===== src/rtl/jt10_adpcm_chatt_pkg.sv =====
// Shared constants for the jt10 ADPCM-A channel attenuation path.
package jt10_adpcm_chatt_pkg;

  localparam logic [2:0] CH0   = 3'd0;
  localparam logic [2:0] CH1   = 3'd1;
  localparam logic [2:0] CH2   = 3'd2;
  localparam logic [2:0] CH3   = 3'd3;
  localparam logic [2:0] CH4   = 3'd4;
  localparam logic [2:0] CH5   = 3'd5;
  localparam logic [2:0] TOTAL = 3'd6;

  localparam int         NUM_CH   = 6;
  localparam logic [5:0] MUTE_ATT = 6'd63;

  // 0.75 dB mantissa steps; the coarse 6 dB part is a right shift
  function automatic logic [8:0] att_mant(input logic [2:0] idx);
    logic [8:0] m;
    case (idx)
      3'd0:    m = 9'd256;
      3'd1:    m = 9'd235;
      3'd2:    m = 9'd215;
      3'd3:    m = 9'd197;
      3'd4:    m = 9'd181;
      3'd5:    m = 9'd166;
      3'd6:    m = 9'd152;
      default: m = 9'd140;
    endcase
    return m;
  endfunction

endpackage


===== src/rtl/jt10_adpcm_chatt_mul.sv =====
// Stage-2 gain: signed sample times mantissa, then floor shifts by 8 and sh.
module jt10_adpcm_chatt_mul
  import jt10_adpcm_chatt_pkg::*;
(
  input  logic        clk,
  input  logic        rst_n,
  input  logic        cen,
  input  logic [15:0] pcm,
  input  logic [8:0]  mant,
  input  logic [2:0]  sh,
  output logic [15:0] pcm_att
);

  logic signed [24:0] pcm_x, mant_x, prod, scaled;

  always_comb begin
    pcm_x  = {{9{pcm[15]}}, pcm};
    mant_x = {16'd0, mant};
    prod   = pcm_x * mant_x;
    scaled = (prod >>> 8) >>> sh;
  end

  // gain never exceeds 1, so the low 16 bits carry the whole result
  always_ff @(posedge clk or negedge rst_n) begin
    if (!rst_n)   pcm_att <= 16'd0;
    else if (cen) pcm_att <= 16'(scaled);
  end

endmodule


===== src/rtl/jt10_adpcm_chatt.sv =====
// ADPCM-A per-channel level/total attenuation and pan gating, two cen stages.
module jt10_adpcm_chatt
  import jt10_adpcm_chatt_pkg::*;
#(
  parameter int LR = 0
) (
  input  logic        rst_n,
  input  logic        clk,
  input  logic        cen,
  input  logic [5:0]  cur_ch,
  input  logic [5:0]  en_ch,
  input  logic        match,
  input  logic [15:0] pcm_dec,
  input  logic        wr,
  input  logic [2:0]  addr,
  input  logic [7:0]  din,
  output logic [5:0]  cur_ch_o,
  output logic [5:0]  en_ch_o,
  output logic        match_o,
  output logic        en_sum,
  output logic [15:0] pcm_att
);

  logic [7:0] ch_regs [NUM_CH];
  logic [5:0] total;

  always_ff @(posedge clk or negedge rst_n) begin
    if (!rst_n) begin
      for (int i = 0; i < NUM_CH; i++) ch_regs[i] <= 8'd0;
      total <= 6'd0;
    end else if (wr) begin
      if (addr == TOTAL) total <= din[5:0];
      for (int i = 0; i < NUM_CH; i++)
        if (addr == 3'(i)) ch_regs[i] <= din;
    end
  end

  // one-hot mux; anything else reads as level 0 / pan 00, i.e. muted
  logic       onehot;
  logic [7:0] sel;
  logic [6:0] att_sum;
  logic [5:0] att;
  logic       pan;

  always_comb begin
    onehot = (en_ch != 6'd0) && ((en_ch & (en_ch - 6'd1)) == 6'd0);
    sel    = 8'd0;
    if (onehot)
      for (int i = 0; i < NUM_CH; i++)
        if (en_ch[i]) sel = sel | ch_regs[i];
    att_sum = {1'b0, ~sel[5:0]} + {1'b0, ~total};
    att     = (att_sum > {1'b0, MUTE_ATT}) ? MUTE_ATT : 6'(att_sum);
    pan     = (LR != 0) ? sel[6] : sel[7];
  end

  // stage 1
  logic [8:0]  mant1;
  logic [2:0]  sh1;
  logic [15:0] pcm1;
  logic        pan1, mute1, match1;
  logic [5:0]  cur1, en1;

  always_ff @(posedge clk or negedge rst_n) begin
    if (!rst_n) begin
      mant1  <= 9'd0;
      sh1    <= 3'd0;
      pcm1   <= 16'd0;
      pan1   <= 1'b0;
      mute1  <= 1'b0;
      match1 <= 1'b0;
      cur1   <= 6'd0;
      en1    <= 6'd0;
    end else if (cen) begin
      mant1  <= att_mant(att[2:0]);
      sh1    <= att[5:3];
      pcm1   <= pcm_dec;
      pan1   <= pan;
      mute1  <= (att == MUTE_ATT);
      match1 <= match;
      cur1   <= cur_ch;
      en1    <= en_ch;
    end
  end

  // stage 2
  jt10_adpcm_chatt_mul u_mul (
    .clk     (clk),
    .rst_n   (rst_n),
    .cen     (cen),
    .pcm     (mute1 ? 16'd0 : pcm1),
    .mant    (mant1),
    .sh      (sh1),
    .pcm_att (pcm_att)
  );

  always_ff @(posedge clk or negedge rst_n) begin
    if (!rst_n) begin
      cur_ch_o <= 6'd0;
      en_ch_o  <= 6'd0;
      match_o  <= 1'b0;
      en_sum   <= 1'b0;
    end else if (cen) begin
      cur_ch_o <= cur1;
      en_ch_o  <= en1;
      match_o  <= match1;
      en_sum   <= pan1 & ~mute1;
    end
  end

endmodule


===== config.mk =====
export PLATFORM = sky130hd
export DESIGN_NAME = jt10_adpcm_chatt
export DESIGN_NICKNAME = d
export VERILOG_FILES = /design/src/rtl/jt10_adpcm_chatt_pkg.sv /design/src/rtl/jt10_adpcm_chatt_mul.sv /design/src/rtl/jt10_adpcm_chatt.sv
export SDC_FILE = /design/constraint.sdc
export NUM_CORES = 1
export LEC_CHECK = 0
export BUFFER_PORTS_ARGS = -buffer_cell sky130_fd_sc_hd__buf_2
export CAP_MARGIN = 5
export CORE_MARGIN = 2
export CORE_UTILIZATION = 30
export DETAILED_ROUTE_END_ITERATION = 8
export PLACE_DENSITY = 0.49
export SLEW_MARGIN = 30
export SYNTH_ARGS = -nofsm -noshare
export SYNTH_HDL_FRONTEND = slang
export SYNTH_SLANG_ARGS = --single-unit
export TNS_END_PERCENT = 5

===== constraint.sdc =====
create_clock -name clk -period 9.5 [get_ports clk]
set_input_delay 2.85 -clock clk [delete_from_list [all_inputs] [get_ports clk]]
set_output_delay 2.85 -clock clk [all_outputs]
set_load 0.02 [all_outputs]

==> impl_metrics.ini, run 1 <==
[drt]
dr_total_vias = 7720
first_iter_violations = 349
ant_nets = 0
avgRoutedWirePerCell_um = 16.2
drcViolationCount = 0
viasPerCell = 4.77
dr.pass1.iters = 4
routed_wirelength_um = 26200

[grt]
grt_pass1_vias = 8339
track_usage_pct = 14.5
grt_pass1_wl_um = 44200
grt.overflow.total = 0
grt_max_degree = 72
antenna_found_initial = 0

[clocking]
cts_hold_buf = 0
clock_latency_ps = 420
cts_sinks = 121
post_cts_resized = 0
root_buffer = clkbuf_16
cts_tree = yes
clockBufferDepth = 2
post_cts.repair.setup_buffers = 0
cts.htree.levels = 4
path_clk_slew_ps = 50
numCtsBuffers = 17

[floorplan]
dieArea_mm2 = 0.0385
rows = 70
start_util_pct = 30.3
die_h_um = 196
design.core.area_mm2 = 0.0365
fp.dieW_um = 196
ios = 74

[yosys]
synth_edf_count = 0
ys_seq_elements = 121
async_reset_ff_share_pct = 100
syn_nets = 1317
ys_warn_count = 0
yosys.area.top_type_share_pct = 27.3
avgSynthCellArea_um2 = 10.1
yosysSeqAreaShare_pct = 27.3
netlist_instances = 1096
yosys.area.top_type = dfrtp_1
synth.area.top_cells = dfrtp_1 27%, fa_1 21%, mux2_2 9.8%, ha_1 6.5%, inv_1 5.9%
syn_area_mm2 = 0.0111
ys_types = 60
ys.flop_type = dfrtp_1

[setup_path]
r2r_slack_ps = 2320
worstPathRequired_ps = 9840
worst-path-max-fanout = 17
crit_type = flip-flop to flip-flop
cp.arrival_ps = 7530
cp-start-kind = flip-flop
end_kind = flip-flop

[layout]
nets = 1362
fin_area_mm2 = 0.0125
num-fill-cells = 3732
area_delta_synth_final_pct = 12.8
layout-drive-gt1-share_pct = 20.0

[timing]
slew_violations = 0
rsz0062_at_grt = false
finalSetupViolations = 0
setup-tns-final_ps = 0
whs_ps = 475
clock.fmax_mhz = 139
slew-limit-headroom_pct = 37.9
hold_viol = 0
period_needed_ps = 7180
worstMarginPinSlew_ps = 929
post-route-period-util_pct = 75.6
fin_skew_ps = 12.7

[placed_design]
portBuffers = 72
dpl.hpwl_um = 19600
place_area_mm2 = 0.0119
place.gp.congestion = 0.799

[min_path]
hold_class = flip-flop to flip-flop

[run_status]
status = completed

[job]
cap_viol_max_count = 0
-- worst max-delay path, cell delays in order, from the launching register on --
cell      delay (ps)
dfrtp_1          660
nor2b_1          650
nand2_1          250
fa_1             590
inv_1             50
fa_1             490
inv_1             60
fa_1             530
inv_1             50
fa_1             520
inv_1             60
fa_1             530
inv_1             40
ha_1             350
a21oi_1          360
o21ai_0          130
a21o_1           200
a21o_1           170
a211oi_2         310
xor2_1           160
mux4_2           520
mux2_4           280
a21oi_2          120
-- sequential cells by signal, summed over array words and instances, names as in the netlist --
register and count:
match1 1, cur_ch_o 6, sh1 3, en1 6, cur1 6, en_sum 1
ch_regs 42, mant1 9, match_o 1, pan1 1, en_ch_o 6, u_mul.pcm_att 16
mute1 1, total 6, pcm1 16
-- synth_stat cells (13+ instances only) --
master and count:
a21oi_1 27, a22oi_1 23, and2_1 75, clkbuf_1 48, dfrtp_1 121, fa_1 119, ha_1 58, inv_1 174
mux2_2 96, nand2_1 92, nor2_1 33, nor2b_1 19, nor3_1 13, o21ai_0 23, xnor2_1 22
-- kinds of logic after synthesis --
group,share of synthesized area (%)
compound gates,9.78
xor+xnor,2.29
fa+ha+maj,28.0
buf+inv,7.84
flops,27.3
mux,12.0
simple gates,12.7
-- cell usage in the layout, fill, tap and decap left out, types with 3 or more instances in the layout --
cell         n
nand2b_1    11
nor4_1       3
a211oi_1     6
a22oi_1     23
bufinv_16    4
a21o_1      11
buf_2       70
and3_1       3
xnor2_1     22
o21ai_0     23
nand4b_1     4
o21bai_1     4
fa_1       119
o221ai_1    10
nand3_1      8
o21a_1       3
and2_1      75
mux2i_1     10
clkbuf_16   17
buf_4       10
a31oi_1     12
nor3b_1      3
xor2_1       7
a31o_2       7
a21oi_1     27
ha_1        58
nor3_1      13
a211o_1      3
nor2_1      33
mux4_2       6
inv_1      174
nor2b_1     19
dfrtp_1    121
mux2_2      96
nand2_1     92
-- cell type report --
type                    instances  area, µm²  area share, %
flip-flops and latches        121       3030           24.2
clock inverters                11        173           1.38
well taps                     468        586           4.68
clock buffers                  18        439           3.51
repair buffers                 81        437           3.49
multi-input cells             746       7180           57.5
inverters                     174        653           5.22
diodes                          1       2.50         0.0200
-- stage by stage --
stage	setup slack (ps)	utilization (%)	cells
2_1_floorplan	3370	-	1096
3_3_place_gp	2230	32.5	1590
3_5_place_dp	2170	32.5	1590
4_1_cts	2190	34.2	1619
5_1_grt	1830	34.2	1619
6_report	2320	34.2	1620
-- layer usage --
layer	GRT usage (%)	wire length [µm]	vias to the layer above
met5	0	0	-
met4	3.68	306	0
met3	1.91	453	20
met2	25.1	13000	72
met1	19.3	12500	3942
li1	-	-	3686
-- path summary, 6_finish.rpt --
check	from	end	depth (start not counted)
worst max-delay path	mute1	u_mul.pcm_att[8]	22
worst min-delay path	u_mul.pcm_att[12]	u_mul.pcm_att[12]	1
worst max register to register	mute1	u_mul.pcm_att[8]	22
worst min register to register	u_mul.pcm_att[12]	u_mul.pcm_att[12]	1
max in group asynchronous	rst_n	pcm1[7]	2
min in group asynchronous	rst_n	en1[5]	1
Power of run 1 is not shown: default switching activity piles up to over one toggle a cycle in this logic, so the estimate is an artifact.
==> run 2: changes to the inputs <==
- PLACE_DENSITY: 0.49 -> 0.51
- clock period: 9.5 -> 6.5 ns (I/O delays scaled with it)
==> impl_metrics.ini, run 2 (synthesis gave the netlist of run 1 again) <==
[grt]
grt_pass1_wl_um = 45600
grt.overflow.total = 0
track_usage_pct = 15.0
antenna_found_initial = 0
grt_pass1_vias = 8824
grt_max_degree = 70

[setup_path]
worstPathRequired_ps = 6840
cpMostUsedCell = fa_1
path_buf_inv = 4
max_stage_delay_ps = 800
cp-start-kind = flip-flop
slowest_stage = dfrtp_1
crit_type = flip-flop to flip-flop
cp.arrival_ps = 6560
path_delay_family = adder cells
worst-path-max-fanout = 17
path_cells = nand2_1 -> inv_1 -> fa_1 -> fa_1 -> inv_1 -> fa_1 -> fa_1 -> inv_1 -> fa_1 -> ha_1 -> inv_1 -> o21ai_0 -> a21o_1 -> a21o_1 -> a211oi_4 -> xor2_1 -> mux4_2 -> mux2_4 -> a21oi_2
end_kind = flip-flop

[timing]
slew_violations = 0
fin_skew_ps = 18.0
period_needed_ps = 6220
clock.fmax_mhz = 161
rsz0062_at_grt = true
post-route-period-util_pct = 95.7
slew-limit-headroom_pct = 44.4
setup-tns-final_ps = 0
finalSetupViolations = 0
hold_viol = 0
worstMarginPinSlew_ps = 834
whs_ps = 494

[drt]
avgRoutedWirePerCell_um = 15.6
routed_wirelength_um = 26800
dr_total_vias = 8147
dr.pass1.iters = 4
first_iter_violations = 354
viasPerCell = 4.73
drcViolationCount = 0
ant_nets = 0

[placed_design]
portBuffers = 72
place.gp.congestion = 0.807
dpl.hpwl_um = 20600
place_area_mm2 = 0.0126

[run_status]
status = completed

[layout]
largest-register = ch_regs
layout-drive-gt1-share_pct = 27.4
largest_reg_flops = 42
multiInputGateArea_mm2 = 0.00725
nets = 1462
antenna-diode-count = 0
num-fill-cells = 3720
final_cell_mix = 174 x inv_1, 121 x dfrtp_1, 119 x fa_1, 108 x buf_4, 96 x mux2_2
ff_latch_area_mm2 = 0.00303
fin_area_mm2 = 0.0133
finish.utilization_pct = 36.5
top_regs = ch_regs x42, pcm1 x16, u_mul.pcm_att x16
final_common_cell = inv_1
area_delta_synth_final_pct = 20.2

[min_path]
hold_class = flip-flop to flip-flop

[clocking]
root_buffer = clkbuf_16
clock_latency_ps = 430
cts_tree = yes
clockBufferDepth = 2
cts_sinks = 121
cts.htree.levels = 4
numCtsBuffers = 17
path_clk_slew_ps = 60

[floorplan]
start_util_pct = 30.3
fp.dieW_um = 196
design.core.area_mm2 = 0.0365
ios = 74
rows = 70
die_h_um = 196
dieArea_mm2 = 0.0385

[job]
cap_viol_max_count = 0
[run 2: changes by cell type in the layout (fill, tap and decap cells not counted), sizes merged]
| cell | change |
|---|---|
| buf | +100 |
| bufinv | -2 |
| clkbuf | -1 |
| clkinvlp | +1 |
| diode | -1 |
| inv | +4 |
[run 2: final timing paths]
kind / from / to / slack (ps) / cells after the start
min in group asynchronous: rst_n / ch_regs[39] / 1440 / 1
setup reg to reg: mant1[5] / u_mul.pcm_att[8] / 280 / 19
setup / recovery: mant1[5] / u_mul.pcm_att[8] / 280 / 19
hold reg to reg: u_mul.pcm_att[12] / u_mul.pcm_att[12] / 490 / 1
hold / removal: u_mul.pcm_att[12] / u_mul.pcm_att[12] / 490 / 1
max in group asynchronous: rst_n / pcm1[2] / 4010 / 2
[run 2: metal layers]
layer | vias to the layer above | GRT usage (%) | routed length, µm
met5 | - | 0 | 0
met4 | 0 | 3.76 | 430
met3 | 30 | 2.29 | 685
met2 | 106 | 25.9 | 13300
met1 | 4131 | 19.6 | 12400
li1 | 3880 | - | -
[run 2: area by class of cell]
cell class                 instances  area share (%)
inverter                         174            4.91
clock inverter                    14            1.23
sequential                       121            22.7
multi-input combinational        746            54.4
clock buffer                      17            3.19
timing repair buffer             181            9.11
tap                              468            4.40
[run 2: per-stage QoR]
stage / worst slack, ps / cells
after CTS: 187 / 1719
after global placement: 223 / 1688
after global routing: -26.0 / 1721
after detailed placement: 213 / 1688
after floorplan: 375 / 1096
final: 281 / 1721
[run 2: repair_timing]
item	4_1_cts	5_1_grt
hold endpoints to repair	0	0
setup buffers	0	2
endpoints found under the setup margin	0	8
resized for setup	0	17
hold buffers	0	0
Power of run 2 is left out for the same reason.
